`src/rtl/uart_pkg.sv`:
```
// Shared types and constants for the uart_link
// endpoint and its RX core.
package uart_pkg;

  typedef enum logic [1:0] {
    TX_IDLE,
    TX_START,
    TX_DATA,
    TX_STOP
  } tx_state_e;

  typedef enum logic [2:0] {
    RX_IDLE,
    RX_START,
    RX_DATA,
    RX_STOP,
    RX_WAIT_HIGH
  } rx_state_e;

  localparam logic LINE_IDLE = 1'b1;
  localparam logic START_BIT = 1'b0;
  localparam logic STOP_BIT  = 1'b1;

  // Counter width for a modulus n, never below 1 bit.
  function automatic int cnt_w(input int n);
    return (n <= 2) ? 1 : $clog2(n);
  endfunction

endpackage

```
`src/rtl/uart_link_if.sv`:
```
// Bridge-side handshake bundle of the UART endpoint:
// byte request/status towards TX, strobes from RX.
interface uart_link_if #(
  parameter int DATA_LEN = 8
);

  logic                tx_start;
  logic [DATA_LEN-1:0] tx_data;
  logic                tx_busy;
  logic                tx_done;
  logic [DATA_LEN-1:0] rx_data;
  logic                rx_valid;
  logic                rx_error;

  modport master (
    output tx_start,
    output tx_data,
    input  tx_busy,
    input  tx_done,
    input  rx_data,
    input  rx_valid,
    input  rx_error
  );

  modport slave (
    input  tx_start,
    input  tx_data,
    output tx_busy,
    output tx_done,
    output rx_data,
    output rx_valid,
    output rx_error
  );

endinterface

```
`src/rtl/uart_rx_core.sv`:
```
// 8N1 receiver: 2-flop synchroniser, mid-bit
// sampling FSM, shift register, output strobes.
module uart_rx_core
  import uart_pkg::*;
#(
  parameter int DATA_LEN     = 8,
  parameter int CLKS_PER_BIT = 87
) (
  input  logic                clk,
  input  logic                rst_n,
  input  logic                rx,
  output logic [DATA_LEN-1:0] rx_data,
  output logic                rx_valid,
  output logic                rx_error
);

  localparam int CW = cnt_w(CLKS_PER_BIT);
  localparam int IW = cnt_w(DATA_LEN);
  localparam logic [CW-1:0] CNT_LAST =
    CW'(CLKS_PER_BIT - 1);
  localparam logic [CW-1:0] CNT_HALF =
    CW'(CLKS_PER_BIT / 2);
  localparam logic [IW-1:0] IDX_LAST =
    IW'(DATA_LEN - 1);

  rx_state_e           state_q, state_d;
  logic                meta_q, meta_d;
  logic                rx_s_q, rx_s_d;
  logic [CW-1:0]       cnt_q, cnt_d;
  logic [IW-1:0]       idx_q, idx_d;
  logic [DATA_LEN-1:0] sh_q, sh_d;
  logic [DATA_LEN-1:0] data_q, data_d;
  logic                valid_q, valid_d;
  logic                error_q, error_d;

  // Next state: synchroniser shift, then frame FSM on rx_s.
  always_comb begin
    meta_d  = rx;
    rx_s_d  = meta_q;
    state_d = state_q;
    cnt_d   = cnt_q;
    idx_d   = idx_q;
    sh_d    = sh_q;
    data_d  = data_q;
    valid_d = 1'b0;
    error_d = 1'b0;
    unique case (state_q)
      RX_IDLE: begin
        if (rx_s_q == START_BIT) begin
          state_d = RX_START;
          cnt_d   = '0;
        end
      end
      RX_START: begin
        if (cnt_q == CNT_HALF) begin
          cnt_d   = '0;
          idx_d   = '0;
          state_d = (rx_s_q == START_BIT) ?
                    RX_DATA : RX_IDLE;
        end else begin
          cnt_d = cnt_q + 1'b1;
        end
      end
      RX_DATA: begin
        if (cnt_q == CNT_LAST) begin
          cnt_d = '0;
          sh_d  = sh_q >> 1;
          sh_d[DATA_LEN-1] = rx_s_q;
          if (idx_q == IDX_LAST) begin
            idx_d   = '0;
            state_d = RX_STOP;
          end else begin
            idx_d = idx_q + 1'b1;
          end
        end else begin
          cnt_d = cnt_q + 1'b1;
        end
      end
      RX_STOP: begin
        if (cnt_q == CNT_LAST) begin
          cnt_d = '0;
          if (rx_s_q == STOP_BIT) begin
            data_d  = sh_q;
            valid_d = 1'b1;
            state_d = RX_IDLE;
          end else begin
            error_d = 1'b1;
            state_d = RX_WAIT_HIGH;
          end
        end else begin
          cnt_d = cnt_q + 1'b1;
        end
      end
      RX_WAIT_HIGH: begin
        if (rx_s_q == LINE_IDLE) state_d = RX_IDLE;
      end
      default: state_d = RX_IDLE;
    endcase
  end

  // State register; reset drops any partial frame.
  always_ff @(posedge clk or negedge rst_n) begin
    if (!rst_n) begin
      state_q <= RX_IDLE;
      meta_q  <= LINE_IDLE;
      rx_s_q  <= LINE_IDLE;
      cnt_q   <= '0;
      idx_q   <= '0;
      sh_q    <= '0;
      data_q  <= '0;
      valid_q <= 1'b0;
      error_q <= 1'b0;
    end else begin
      state_q <= state_d;
      meta_q  <= meta_d;
      rx_s_q  <= rx_s_d;
      cnt_q   <= cnt_d;
      idx_q   <= idx_d;
      sh_q    <= sh_d;
      data_q  <= data_d;
      valid_q <= valid_d;
      error_q <= error_d;
    end
  end

  assign rx_data  = data_q;
  assign rx_valid = valid_q;
  assign rx_error = error_q;

endmodule

```
`src/rtl/uart_link.sv`:
```
// Full-duplex 8N1 UART endpoint: TX FSM here,
// receive path delegated to uart_rx_core.
module uart_link
  import uart_pkg::*;
#(
  parameter int DATA_LEN     = 8,
  parameter int CLKS_PER_BIT = 87
) (
  input  logic       clk,
  input  logic       reset,
  uart_link_if.slave bus,
  output logic       tx,
  input  logic       rx
);

  localparam int CW = cnt_w(CLKS_PER_BIT);
  localparam int IW = cnt_w(DATA_LEN);
  localparam logic [CW-1:0] CNT_LAST =
    CW'(CLKS_PER_BIT - 1);
  localparam logic [IW-1:0] IDX_LAST =
    IW'(DATA_LEN - 1);

  tx_state_e           state_q, state_d;
  logic [CW-1:0]       cnt_q, cnt_d;
  logic [IW-1:0]       idx_q, idx_d;
  logic [DATA_LEN-1:0] sh_q, sh_d, sh_nx;
  logic                tx_q, tx_d;
  logic                busy_q, busy_d;
  logic                done_q, done_d;
  logic [DATA_LEN-1:0] rx_data_w;
  logic                rx_valid_w;
  logic                rx_error_w;

  // Next state: each bit is held CLKS_PER_BIT cycles,
  // tx_d is the level for the following cycle.
  always_comb begin
    state_d = state_q;
    cnt_d   = cnt_q;
    idx_d   = idx_q;
    sh_d    = sh_q;
    tx_d    = tx_q;
    busy_d  = busy_q;
    done_d  = 1'b0;
    sh_nx   = sh_q >> 1;
    unique case (state_q)
      TX_IDLE: begin
        tx_d = LINE_IDLE;
        if (bus.tx_start) begin
          sh_d    = bus.tx_data;
          busy_d  = 1'b1;
          tx_d    = START_BIT;
          cnt_d   = '0;
          state_d = TX_START;
        end
      end
      TX_START: begin
        if (cnt_q == CNT_LAST) begin
          cnt_d   = '0;
          idx_d   = '0;
          tx_d    = sh_q[0];
          state_d = TX_DATA;
        end else begin
          cnt_d = cnt_q + 1'b1;
        end
      end
      TX_DATA: begin
        if (cnt_q == CNT_LAST) begin
          cnt_d = '0;
          if (idx_q == IDX_LAST) begin
            idx_d   = '0;
            tx_d    = STOP_BIT;
            state_d = TX_STOP;
          end else begin
            idx_d = idx_q + 1'b1;
            sh_d  = sh_nx;
            tx_d  = sh_nx[0];
          end
        end else begin
          cnt_d = cnt_q + 1'b1;
        end
      end
      TX_STOP: begin
        if (cnt_q == CNT_LAST) begin
          cnt_d   = '0;
          busy_d  = 1'b0;
          done_d  = 1'b1;
          tx_d    = LINE_IDLE;
          state_d = TX_IDLE;
        end else begin
          cnt_d = cnt_q + 1'b1;
        end
      end
      default: state_d = TX_IDLE;
    endcase
  end

  // TX state register, line idles high in reset.
  always_ff @(posedge clk or negedge reset) begin
    if (!reset) begin
      state_q <= TX_IDLE;
      cnt_q   <= '0;
      idx_q   <= '0;
      sh_q    <= '0;
      tx_q    <= LINE_IDLE;
      busy_q  <= 1'b0;
      done_q  <= 1'b0;
    end else begin
      state_q <= state_d;
      cnt_q   <= cnt_d;
      idx_q   <= idx_d;
      sh_q    <= sh_d;
      tx_q    <= tx_d;
      busy_q  <= busy_d;
      done_q  <= done_d;
    end
  end

  uart_rx_core #(
    .DATA_LEN    (DATA_LEN),
    .CLKS_PER_BIT(CLKS_PER_BIT)
  ) u_rx (
    .clk     (clk),
    .rst_n   (reset),
    .rx      (rx),
    .rx_data (rx_data_w),
    .rx_valid(rx_valid_w),
    .rx_error(rx_error_w)
  );

  assign tx           = tx_q;
  assign bus.tx_busy  = busy_q;
  assign bus.tx_done  = done_q;
  assign bus.rx_data  = rx_data_w;
  assign bus.rx_valid = rx_valid_w;
  assign bus.rx_error = rx_error_w;

endmodule

```
`src/flat_wrapper.sv`:
```
// flat-port wrapper written by rule: the top's interface ports become plain ports
module uart_link_flat import uart_pkg::*;
#(
  parameter int DATA_LEN     = 8,
  parameter int CLKS_PER_BIT = 87
)
  (clk, reset, tx, rx, bus_tx_start, bus_tx_data, bus_tx_busy, bus_tx_done, bus_rx_data, bus_rx_valid, bus_rx_error);
  uart_link_if #(.DATA_LEN(DATA_LEN)) bus_i ();
  input  logic clk;
  input  logic reset;
  output logic tx;
  input  logic rx;
  input wire logic [$bits(bus_i.tx_start)-1:0] bus_tx_start;
  input wire logic [$bits(bus_i.tx_data)-1:0] bus_tx_data;
  output wire logic [$bits(bus_i.tx_busy)-1:0] bus_tx_busy;
  output wire logic [$bits(bus_i.tx_done)-1:0] bus_tx_done;
  output wire logic [$bits(bus_i.rx_data)-1:0] bus_rx_data;
  output wire logic [$bits(bus_i.rx_valid)-1:0] bus_rx_valid;
  output wire logic [$bits(bus_i.rx_error)-1:0] bus_rx_error;
  assign bus_i.tx_start = bus_tx_start;
  assign bus_i.tx_data = bus_tx_data;
  assign bus_tx_busy = bus_i.tx_busy;
  assign bus_tx_done = bus_i.tx_done;
  assign bus_rx_data = bus_i.rx_data;
  assign bus_rx_valid = bus_i.rx_valid;
  assign bus_rx_error = bus_i.rx_error;
  uart_link #(.DATA_LEN(DATA_LEN), .CLKS_PER_BIT(CLKS_PER_BIT)) u_core (.clk(clk), .reset(reset), .bus(bus_i), .tx(tx), .rx(rx));
endmodule
```
`config.mk`:
```
export PLATFORM = sky130hd
export DESIGN_NAME = uart_link_flat
export DESIGN_NICKNAME = d
export VERILOG_FILES = /design/src/rtl/uart_pkg.sv /design/src/rtl/uart_link_if.sv /design/src/rtl/uart_rx_core.sv /design/src/rtl/uart_link.sv /design/src/flat_wrapper.sv
export SDC_FILE = /design/constraint.sdc
export NUM_CORES = 1
export LEC_CHECK = 0
export ABC_AREA = 1
export CORE_ASPECT_RATIO = 0.6
export CORE_MARGIN = 3
export CORE_UTILIZATION = 45
export DETAILED_ROUTE_END_ITERATION = 10
export SETUP_SLACK_MARGIN = 0.3
export SLEW_MARGIN = 30
export SYNTH_ARGS = -nofsm -noshare
export SYNTH_HDL_FRONTEND = slang
export SYNTH_SLANG_ARGS = --single-unit
```
`constraint.sdc`:
```
create_clock -name clk -period 2.3 [get_ports clk]
set_clock_uncertainty 0.2 [all_clocks]
set_input_delay 0.345 -clock clk [delete_from_list [all_inputs] [get_ports clk]]
set_output_delay 0.345 -clock clk [all_outputs]
set_load 0.03 [all_outputs]
```
## Yosys cells after proc, flatten, opt, wreduce, memory -nomap -nowiden

Index checks and enable logic that the tools add are counted.

| word-level totals | value |
|---|---|
| output and inout bits | 13 |
| input port bits | 12 |
| bits in registers | 56 |
| logic and storage cells | 114 |

| operators by class | value |
|---|---|
| reductions and logical operators | 19 |
| mux-type cells | 51 |
| equality and inequality tests | 24 |
| add/sub/neg operators | 4 |

Operator list:

| cell | number |
|---|---|
| $mux 3 | 13 |
| $mux 7 | 5 |
| $mux 8 | 3 |
| $pmux 7 s3 | 1 |
| $ne 2x2->1 const B | 8 |
| $pmux 8 s2 | 1 |
| $mux 1 | 15 |
| $pmux 3 s5 | 1 |
| $reduce_and 3->1 | 5 |
| $add 7x1->7 const B | 2 |
| $eq 7x7->1 const B | 2 |
| $pmux 7 s2 | 1 |
| $mux 2 | 6 |
| $pmux 3 s2 | 2 |
| $eq 3x3->1 const B | 3 |
| $ne 2x1->1 const B | 4 |
| $pmux 2 s4 | 1 |
| $reduce_bool 2->1 | 4 |
| $eq 7x6->1 const B | 1 |
| $add 3x1->3 const B | 2 |
| $eq 3x2->1 const B | 2 |
| $reduce_and 6->1 | 1 |
| $reduce_and 5->1 | 1 |
| $eq 2x2->1 const B | 2 |
| other kinds (11) | 12 |

## Depth between registers and ports, before layout

Gate-level depths: netlist of the first run.

| depth | value |
|---|---|
| depth in word-level cells | 4 |
| mapped depth | 10 |
| mapped depth without buffers | 10 |

## By module

Synthesis of the first run repeated with hierarchy kept, for this count alone.

| unflattened totals | value |
|---|---|
| cells, all modules | 347 |
| area, all modules | 3025.4 sq um |

By module, submodules not included:

| module | seq. area each (sq um) | area each (sq um) | cells an instance | times used |
|---|---|---|---|---|
| uart_rx_core | 828.3 | 1659.1 | 190 | 1 |
| uart_link | 576.8 | 1366.3 | 157 | 1 |

## Worst setup path before layout of the first run

Ideal clock, no wire load.

| path | value |
|---|---|
| path type | reg2reg |
| start point | register u_core.state_q[0] |
| end point | register u_core.sh_q[0] |
| arrival time | 1.487 ns |
| path buffers | 1 |
| path slack | 0.496 ns |
| cell stages (with the launch flop) | 10 |
| clock period less this slack | 1.804 ns |
| library setup time | 0.117 ns |
| required time | 1.983 ns |
| cells stage by stage | dfrtp_1 inv_1 ha_1 inv_1 clkbuf_1 nand2_1 nand2_2 nand2_1 nand2_1 nand2_1 |

| on the way | value |
|---|---|
| word-level cells in the longest chain between the ends | 3 |
| elaborated cells on any way between the ends | 8 |
| those cells by class | eq/ne (4); mux (1); reduce/logical (3) |

Ends and longest elaborated chain:

| what | RTL line | source |
|---|---|---|
| start, declared | uart_link.sv:23 | `tx_state_e state_q, state_d;` |
| start signal, assigned | uart_link.sv:108 | `state_q <= state_d;` |
| $eq 2x2->1 or $logic_not 2->1 (tied branches) | uart_link.sv:45 | `unique case (state_q)` |
| $ne 2x2->1 (no line) (tied with other cells) | - |  |
| $reduce_and 4->1 (no line) | - |  |
| end signal, assigned | uart_link.sv:103 | `sh_q <= '0;` |
| end signal, assigned | uart_link.sv:111 | `sh_q <= sh_d;` |
| end, declared | uart_link.sv:26 | `logic [DATA_LEN-1:0] sh_q, sh_d, sh_nx;` |

Parallel ways exist; a longest one is shown, timed or not.
A chain may end at the register's enable or synchronous reset.

## Final worst setup path of the first run

| path | value |
|---|---|
| start point | register u_core.u_rx.data_q[7], in the netlist u_core.u_rx.rx_data[7] |
| end point | output port bus_rx_data[7] |

RTL lines:

| what | RTL line | source |
|---|---|---|
| start, declared | uart_rx_core.sv:32 | `logic [DATA_LEN-1:0] data_q, data_d;` |
| start signal, assigned | uart_rx_core.sv:120 | `data_q <= data_d;` |
| end, declared | flat_wrapper.sv:17 | `output wire logic [$bits(bus_i.rx_data)-1:0] bus_rx_data;` |

No word-level cell between the ends.

==> results of run 1 <==
==> cell families (layout without fill, tap and decap cells) <==
logic type / Yosys count / count (layout) / share of synthesized area, %
flops: 56 / 56 / 47.6
xor+xnor: 4 / 4 / 1.19
buf+inv: 47 / 80 / 6.49
compound gates: 39 / 39 / 7.21
fa+ha+maj: 14 / 14 / 5.93
simple gates: 213 / 213 / 31.6
==> power groups by stage <==
stage | sequential (W) | clock, W | combinational, W
after floorplan | 0.00133 | 0 | 0.000934
after global routing | 0.00138 | 0.000632 | 0.00148
final | 0.00135 | 0.000575 | 0.00128
after global placement | 0.00136 | 0 | 0.00124
after detailed placement | 0.00137 | 0 | 0.00126
after CTS | 0.00135 | 0.000589 | 0.00127
==> registers in the layout (all words and copies together), names as in the netlist <==
| signal | flops |
|---|---|
| u_core.sh_q | 8 |
| u_core.u_rx.rx_data | 8 |
| u_core.u_rx.sh_q | 8 |
| u_core.cnt_q | 7 |
| u_core.u_rx.cnt_q | 7 |
| u_core.idx_q | 3 |
| u_core.u_rx.idx_q | 3 |
| u_core.u_rx.state_q | 3 |
| u_core.state_q | 2 |
| u_core.bus.tx_busy | 1 |
| u_core.bus.tx_done | 1 |
| u_core.tx | 1 |
| u_core.u_rx.meta_q | 1 |
| u_core.u_rx.rx_error | 1 |
| u_core.u_rx.rx_s_q | 1 |
| u_core.u_rx.rx_valid | 1 |
==> cell type report <==
cell class              instances  area [um^2]
flip-flops and latches         56         1410
clock inverters                 3         25.0
multi-input cells             270         1380
fillers                       594         2770
clock buffers                   5         68.8
repair buffers                 34          324
well taps                      84          105
inverters                      38          143
==> layer usage <==
metal | GRT usage, % | up-vias | wire, um
met5 | 0 | - | 0
met4 | 3.23 | 0 | 42
met3 | 3.84 | 5 | 177
met2 | 23.6 | 27 | 2240
met1 | 26.8 | 1070 | 3440
li1 | - | 1248 | -
==> path summary, 6_finish.rpt <==
| check | endpoint | slack [ns] | start |
|---|---|---|---|
| min in group asynchronous | u_core.sh_q[6] | 0.35 | reset |
| max in group asynchronous | u_core.u_rx.rx_s_q | 0.90 | reset |
| min | u_core.u_rx.rx_s_q | 0.16 | u_core.u_rx.meta_q |
| max reg2reg | u_core.state_q[0] | 0.45 | u_core.state_q[0] |
| max | bus_rx_data[7] | 0.36 | u_core.u_rx.rx_data[7] |
| min reg2reg | u_core.u_rx.rx_s_q | 0.16 | u_core.u_rx.meta_q |
==> layout by cell type, fill, tap and decap left out, types with 3 or more instances in the layout <==
cell and instances:
a21oi_1 3, buf_4 8, clkbuf_8 5, clkdlybuf4s50_1 22, dfrtp_1 53, dfstp_2 3
ha_1 14, inv_1 36, nand2_1 123, nand2_2 4, nand2_4 3, nand3_1 34
nand3b_1 3, nand4_1 7, nor2_1 29, nor2_4 3, nor3_1 3, o21ai_0 28
xor2_1 3
==> repair_timing <==
action | in CTS | in global routing
hold buffers | 1 | 0
gates resized for setup | 3 | 6
endpoints found under the hold margin | 20 | 0
setup buffers | 0 | 0
setup endpoints to repair | 10 | 20
==> stage by stage <==
stage / hold WS, ns / utilization, % / area, um^2
after floorplan: -0.151 / - / 2950
after global placement: 0.145 / 53.4 / 3320
after detailed placement: 0.149 / 53.4 / 3320
after CTS: 0.164 / 55.1 / 3430
after global routing: 0.170 / 55.5 / 3450
final: 0.164 / 55.5 / 3450
==> results.json, run 1 <==
{
  "cp_slowest_cell": "clkdlybuf4s50_1",
  "rows": 22,
  "via_per_inst": 4.80,
  "synth_seq_cells": 56,
  "relSlewSlack_pct": 62.9,
  "worst_slew_pin_slew_ns": 0.557,
  "synth.top_cell.area_share_pct": 44.9,
  "clk_latency_ns": 0.32,
  "p_sw_w": 0.00136,
  "max_freq_ghz": 0.515,
  "clockBufferDepth": 2,
  "finalHoldViolations": 0,
  "cpPeakStageDelay_ns": 0.70,
  "cp_cell_sequence": "clkdlybuf4s50_1",
  "first_global_vias": 2196,
  "cts-root-buf": "clkbuf_8",
  "h-tree-depth": 2,
  "gp_congestion": 0.788,
  "initialDrtViolationCount": 89,
  "p_seq_share_pct": 42.1,
  "cpLargestDelayFamily": "buffers and inverters",
  "setup-tns-final_ns": 0,
  "slew_viol_final": 0,
  "endpoint_kind": "primary output",
  "cts_inserted_buffers": 5,
  "synthTopCellsByCount": "124 x nand2_1, 53 x dfrtp_1, 37 x inv_1",
  "grt_antenna_before_repair": 0,
  "postSynthAreaPerCell_um2": 7.91,
  "portBuffers": 24,
  "die_height_um": 68.7,
  "cp.depth": 1,
  "setup_ws_ns": 0.360,
  "overflow": 0,
  "async_flop_share_pct": 100,
  "synth.most_common_cell": "nand2_1",
  "antennaDiodeCount": 0,
  "antenna_left": 0,
  "synth_nets": 399,
  "swShare_pct": 42.4,
  "ys_seq_area_share_pct": 47.6,
  "cp.required_ns": 1.75,
  "wirelength_um": 5890,
  "yosys.cell_types.count": 30,
  "reg2reg_depth": 10,
  "start_util_pct": 47.4,
  "io_pins": 25,
  "grt_max_degree": 26,
  "start_kind": "flip-flop",
  "leakage_nw": 1.71,
  "p_clk_share_pct": 18.0,
  "p_total_w": 0.00320,
  "route.detailed.drc": 0,
  "crit_fanout": 2,
  "place_inst": 481,
  "synth_top_cell_by_area": "dfrtp_1",
  "dp_hpwl_um": 4390,
  "power_per_cell_area_mw_per_mm2": 927,
  "fin_crit_sh_pct": 84.3,
  "power_frac_comb_pct": 39.9,
  "arrival_ns": 1.39,
  "p_int_w": 0.00185,
  "clock-sinks": 56,
  "cts_tree": "yes",
  "place_ws_ns": 0.289,
  "status": "completed",
  "areaGrowthSynthToFinish_pct": 17.0,
  "synth_flop_cell": "dfrtp_1",
  "yosysWarnings": 0,
  "grt.total_usage_pct": 17.0,
  "die-width_um": 111,
  "hp-class": "reg2reg",
  "core-area_mm2": 0.00622,
  "vdd_ir_drop_max_mv": 0.409,
  "crit_type": "reg2out",
  "drive_gt1_share_pct": 9.61,
  "synth_cells": 373,
  "cts.clk_slew.worst_paths_ns": 0.11,
  "whs_path_depth": 0,
  "drt_pass1_iterations": 4,
  "nets": 431,
  "vias": 2350,
  "netlist_area_mm2": 0.00295,
  "grt_first_pass_wirelength_um": 10500,
  "grt_setup_unrepaired": "no",
  "finalNonFillerCells": 490,
  "synthTopCellsByArea": "dfrtp_1 45%, nand2_1 16%, ha_1 5.9%",
  "die_area_mm2": 0.00760,
  "post-route-min-period_ns": 1.94,
  "maxCapViolations": 0,
  "path_buf_inv": 1,
  "synth-edff-count": 0,
  "avgRoutedWirePerCell_um": 12.0,
  "setup-violations-final": 0
}
Note: power is estimated with default switching activity, not from simulation.
==> run 2: changes to the inputs <==
--- a/config.mk
+++ b/config.mk
@@ -10,6 +10,7 @@
 export CORE_MARGIN = 3
 export CORE_UTILIZATION = 45
 export DETAILED_ROUTE_END_ITERATION = 10
+export PLACE_DENSITY = 0.67
 export SETUP_SLACK_MARGIN = 0.3
 export SLEW_MARGIN = 30
 export SYNTH_ARGS = -nofsm -noshare
==> constraint.sdc (replaced) <==
create_clock -name clk -period 1.75 [get_ports clk]
set_clock_uncertainty 0.2 [all_clocks]
set_input_delay 0.2625 -clock clk [delete_from_list [all_inputs] [get_ports clk]]
set_output_delay 0.2625 -clock clk [all_outputs]
set_load 0.03 [all_outputs]
==> results.json, run 2 (same netlist as run 1, synthesis figures left out) <==
{
  "clock-sinks": 56,
  "clk_latency_ns": 0.31,
  "antennaDiodeCount": 0,
  "gr-usage-met2_pct": 28.8,
  "crit_type": "reg2reg",
  "areaGrowthSynthToFinish_pct": 40.1,
  "grt_first_pass_wirelength_um": 11900,
  "power_per_cell_area_mw_per_mm2": 1340,
  "cpPeakStageDelay_ns": 0.40,
  "start_util_pct": 47.4,
  "reg2reg_from": "u_core.u_rx.cnt_q[0]",
  "finalHoldViolations": 0,
  "crit_fanout": 5,
  "h-tree-depth": 2,
  "wirelength_um": 7440,
  "grt_antenna_before_repair": 0,
  "cp_cell_sequence": "buf_6 > ha_4 > nand2_2 > nand3b_1 > nand2_4 > nand2_4 > nand2_2 > o21ai_1",
  "overflow": 0,
  "maxCapViolations": 0,
  "first_global_vias": 2486,
  "cp.depth": 8,
  "final_common_cell": "nand2_1",
  "cts.clk_slew.worst_paths_ns": 0.11,
  "grt.total_usage_pct": 19.3,
  "status": "completed",
  "vias": 2714,
  "max_freq_ghz": 0.584,
  "vdd_ir_drop_max_mv": 0.721,
  "avgRoutedWirePerCell_um": 14.1,
  "io_pins": 25,
  "drt_pass1_iterations": 5,
  "arrival_ns": 1.72,
  "cts_tree": "yes",
  "leakage_nw": 1.98,
  "core-area_mm2": 0.00622,
  "grt_max_degree": 57,
  "endpoint_kind": "flip-flop",
  "hp-class": "in2reg",
  "portBuffers": 24,
  "rows": 22,
  "crit_path_start": "u_core.u_rx.cnt_q[0]",
  "r2r_slack_ns": 0.04,
  "met3_usage_pct": 4.53,
  "start_kind": "flip-flop",
  "p_total_w": 0.00555,
  "reg2reg_to": "u_core.u_rx.cnt_q[0]",
  "top_usage_layer": "met1",
  "reg2reg_depth": 8,
  "via_per_inst": 5.15,
  "cp-endpoint": "u_core.u_rx.cnt_q[0]",
  "place_area_mm2": 0.00354,
  "dp_hpwl_um": 4650,
  "die-width_um": 111,
  "grt_setup_unrepaired": "yes",
  "nets": 468,
  "fin_area_mm2": 0.00414,
  "die_area_mm2": 0.00760,
  "slew_viol_final": 0,
  "clockBufferDepth": 2,
  "final_cell_mix": "106 x nand2_1, 45 x dfrtp_1, 28 x buf_4",
  "cts-root-buf": "clkbuf_8",
  "route.detailed.drc": 0,
  "cts_inserted_buffers": 5,
  "cp_slowest_cell": "dfrtp_1",
  "post-route-min-period_ns": 1.71,
  "path_buf_inv": 1,
  "initialDrtViolationCount": 224,
  "die_height_um": 68.7,
  "antenna_left": 0,
  "fin_crit_sh_pct": 97.8,
  "cpLargestDelayFamily": "simple AND/OR/NAND/NOR gates",
  "relSlewSlack_pct": 79.4,
  "drive_gt1_share_pct": 37.5,
  "setup-violations-final": 0,
  "worst_slew_pin_slew_ns": 0.309,
  "gp_congestion": 0.860,
  "cp.required_ns": 1.76,
  "met1_usage_pct": 29.2
}
## run 2: cell types whose count changed in the layout (fill, tap and decap cells not counted), sizes merged
cell           change
buf               +47
clkdlybuf4s50     -12
clkbuf             +1
clkinvlp           +1
dlygate4sd2        -1
inv                -1
nand2              +1
nor2               +1
## run 2: metrics by stage
stage	worst slack, ns	hold WS [ns]	util (%)	cells	setup TNS (ns)
final	0.0389	0.143	66.5	527	0
after detailed placement	0.0606	0.0899	56.8	489	0
after global routing	-0.0454	0.131	66.5	527	-0.191
after global placement	0.101	0.0887	56.8	489	0
after CTS	0.0860	0.135	61.3	513	0
after floorplan	0.0982	-0.233	-	373	0
## run 2: worst min path at each step
stage                     startpoint                  to  slack [ns]  cells after the start
after floorplan                reset  u_core.bus.tx_busy       -0.23                      0
after global placement         reset      u_core.sh_q[5]        0.09                      2
after detailed placement       reset      u_core.sh_q[5]        0.09                      2
after CTS                         rx  u_core.u_rx.meta_q        0.13                      1
after global routing              rx  u_core.u_rx.meta_q        0.13                      1
final                             rx  u_core.u_rx.meta_q        0.14                      1
## run 2: repair_timing
action,in CTS,in global routing
resized for setup,81,85
setup buffers,14,13
hold buffers,1,0
gates cloned,1,1
setup endpoints to repair,65,60
endpoints found under the hold margin,53,0
pin swaps,21,34
## run 2: final cells by class
cell class	count	area, um^2
Clock buffer	5	68.8
Clock inverter	3	25.0
Fill cell	491	2080
Inverter	38	154
Multi-Input combinational cell	272	1750
Sequential cell	56	1420
Tap cell	84	105
Timing Repair Buffer	69	616
## run 2: report_power, final
part	internal, W	switching (W)
combinational	0.00131	0.00167
sequential	0.00155	0.000260
clock	0.000294	0.000475
## run 2: per-layer routing
metal,part of all wire (%),up-vias
li1,-,1338
met1,52,1293
met2,41,79
met3,6.2,4
met4,0.48,0
met5,0,-
==> run 3: changes to the inputs <==
--- a/config.mk
+++ b/config.mk
@@ -11,6 +11,7 @@
 export CORE_UTILIZATION = 45
 export DETAILED_ROUTE_END_ITERATION = 10
 export PLACE_DENSITY = 0.67
+export REMOVE_ABC_BUFFERS = 1
 export SETUP_SLACK_MARGIN = 0.3
 export SLEW_MARGIN = 30
 export SYNTH_ARGS = -nofsm -noshare
==> results.json, run 3 (same netlist as run 1, synthesis figures left out) <==
{
  "wirelength_um": 7660,
  "post-route-min-period_ns": 1.72,
  "io_pins": 25,
  "vias": 2783,
  "clockBufferDepth": 2,
  "final_common_cell": "nand2_1",
  "cp.required_ns": 1.80,
  "portBuffers": 24,
  "initialDrtViolationCount": 156,
  "die_height_um": 68.7,
  "overflow": 0,
  "start_util_pct": 47.4,
  "start_kind": "flip-flop",
  "fin_crit_sh_pct": 98.2,
  "first_global_vias": 2478,
  "hp-class": "in2reg",
  "cts.clk_slew.worst_paths_ns": 0.11,
  "cts-root-buf": "clkbuf_8",
  "setup-violations-final": 0,
  "max_freq_ghz": 0.582,
  "h-tree-depth": 2,
  "avgRoutedWirePerCell_um": 14.4,
  "drt_pass1_iterations": 5,
  "via_per_inst": 5.22,
  "cts_inserted_buffers": 5,
  "slew_viol_final": 0,
  "die_area_mm2": 0.00760,
  "crit_path_start": "u_core.idx_q[0]",
  "setup-tns-final_ns": 0,
  "final_cell_mix": "114 x nand2_1, 50 x dfrtp_1, 30 x buf_4",
  "grt_antenna_before_repair": 0,
  "vdd_ir_drop_max_mv": 0.635,
  "cts_tree": "yes",
  "worst_slew_pin_slew_ns": 0.306,
  "drive_gt1_share_pct": 35.0,
  "grt_first_pass_wirelength_um": 12400,
  "grt.total_usage_pct": 20.4,
  "areaGrowthSynthToFinish_pct": 39.3,
  "p_total_w": 0.00560,
  "setup_ws_ns": 0.0322,
  "finalHoldViolations": 0,
  "r2r_slack_ns": 0.03,
  "clock-sinks": 56,
  "power_per_cell_area_mw_per_mm2": 1360,
  "arrival_ns": 1.77,
  "status": "completed",
  "grt_setup_unrepaired": "yes",
  "nets": 474,
  "core-area_mm2": 0.00622,
  "crit_fanout": 8,
  "leakage_nw": 1.98,
  "crit_type": "reg2reg",
  "relSlewSlack_pct": 79.6,
  "die-width_um": 111,
  "cp-endpoint": "u_core.sh_q[7]",
  "antennaDiodeCount": 0,
  "final.fill_count": 503,
  "reg2reg_from": "u_core.idx_q[0]",
  "reg2reg_depth": 8,
  "whs_ns": 0.154,
  "antenna_left": 0,
  "place_ws_ns": -0.0785,
  "reg2reg_to": "u_core.sh_q[7]",
  "route.detailed.drc": 0,
  "grt_max_degree": 57,
  "rows": 22,
  "clk_latency_ns": 0.31,
  "place_area_mm2": 0.00345,
  "dp_hpwl_um": 4770,
  "endpoint_kind": "flip-flop",
  "gp_congestion": 0.891,
  "fin_area_mm2": 0.00411,
  "maxCapViolations": 0
}
run 3: changes by cell type in the layout (fill, tap and decap cells not counted), moves of 3 or more:
| cell | before | now |
|---|---|---|
| nand2_2 | 15 | 10 |
| nand2_1 | 106 | 114 |
| buf_6 | 12 | 17 |
| dfrtp_1 | 45 | 50 |
| dfrtp_2 | 8 | 3 |
| ha_4 | 7 | 4 |
| nand2_4 | 10 | 6 |
run 3: per-layer routing:
layer	share of wire, %	wire length [um]	track usage, %	vias up
li1	-	-	-	1351
met1	51	3870	30.7	1309
met2	42	3230	30.9	110
met3	6.1	467	4.18	13
met4	1.2	91	3.69	0
met5	0	0	0	-
run 3: report_power, final:
| part | switching, W | internal [W] | leakage, nW |
|---|---|---|---|
| registers | 0.000234 | 0.00154 | 0.737 |
| clock network | 0.000446 | 0.000286 | 0.0445 |
| logic | 0.00173 | 0.00136 | 1.20 |
| total | 0.00241 | 0.00319 | 1.98 |
run 3: how the worst min path moves through the flow:
stage / cells past startpoint / end / slack, ns / from
3_3_place_gp: 2 / u_core.bus.tx_done / 0.09 / reset
4_1_cts: 1 / u_core.u_rx.meta_q / 0.15 / rx
5_1_grt: 1 / u_core.u_rx.meta_q / 0.13 / rx
2_1_floorplan: 0 / u_core.bus.tx_busy / -0.23 / reset
6_report: 1 / u_core.u_rx.meta_q / 0.15 / rx
3_5_place_dp: 2 / u_core.cnt_q[2] / 0.09 / reset
run 3: layout make-up:
type	count	area, um^2	area share [%]
multi-input combinational	272	1690	41.0
sequential	56	1410	34.3
timing repair buffer	75	667	16.2
inverter	38	156	3.80
tap	84	105	2.56
clock buffer	5	68.8	1.67
clock inverter	3	21.3	0.517
run 3: what timing repair did:
item	CTS	global route
buffers inserted	23	4
hold buffers	1	0
setup endpoints to repair	66	61
endpoints found under the hold margin	53	0
gates resized for setup	142	48
pin swaps	33	9
cloned	2	0
run 3: worst max-delay path, stage by stage (launching register included):
cell	delay, ns
dfrtp_1	0.47
ha_2	0.23
ha_4	0.17
nor2_4	0.12
nand2_2	0.09
nand2_4	0.10
buf_8	0.14
nand3b_1	0.08
nand2_1	0.06
run 3: per-stage QoR:
stage,utilization [%],std cells
floorplan,-,364
global placement,55.5,495
detailed placement,55.5,495
CTS,64.4,529
global route,66.1,533
finish,66.1,533
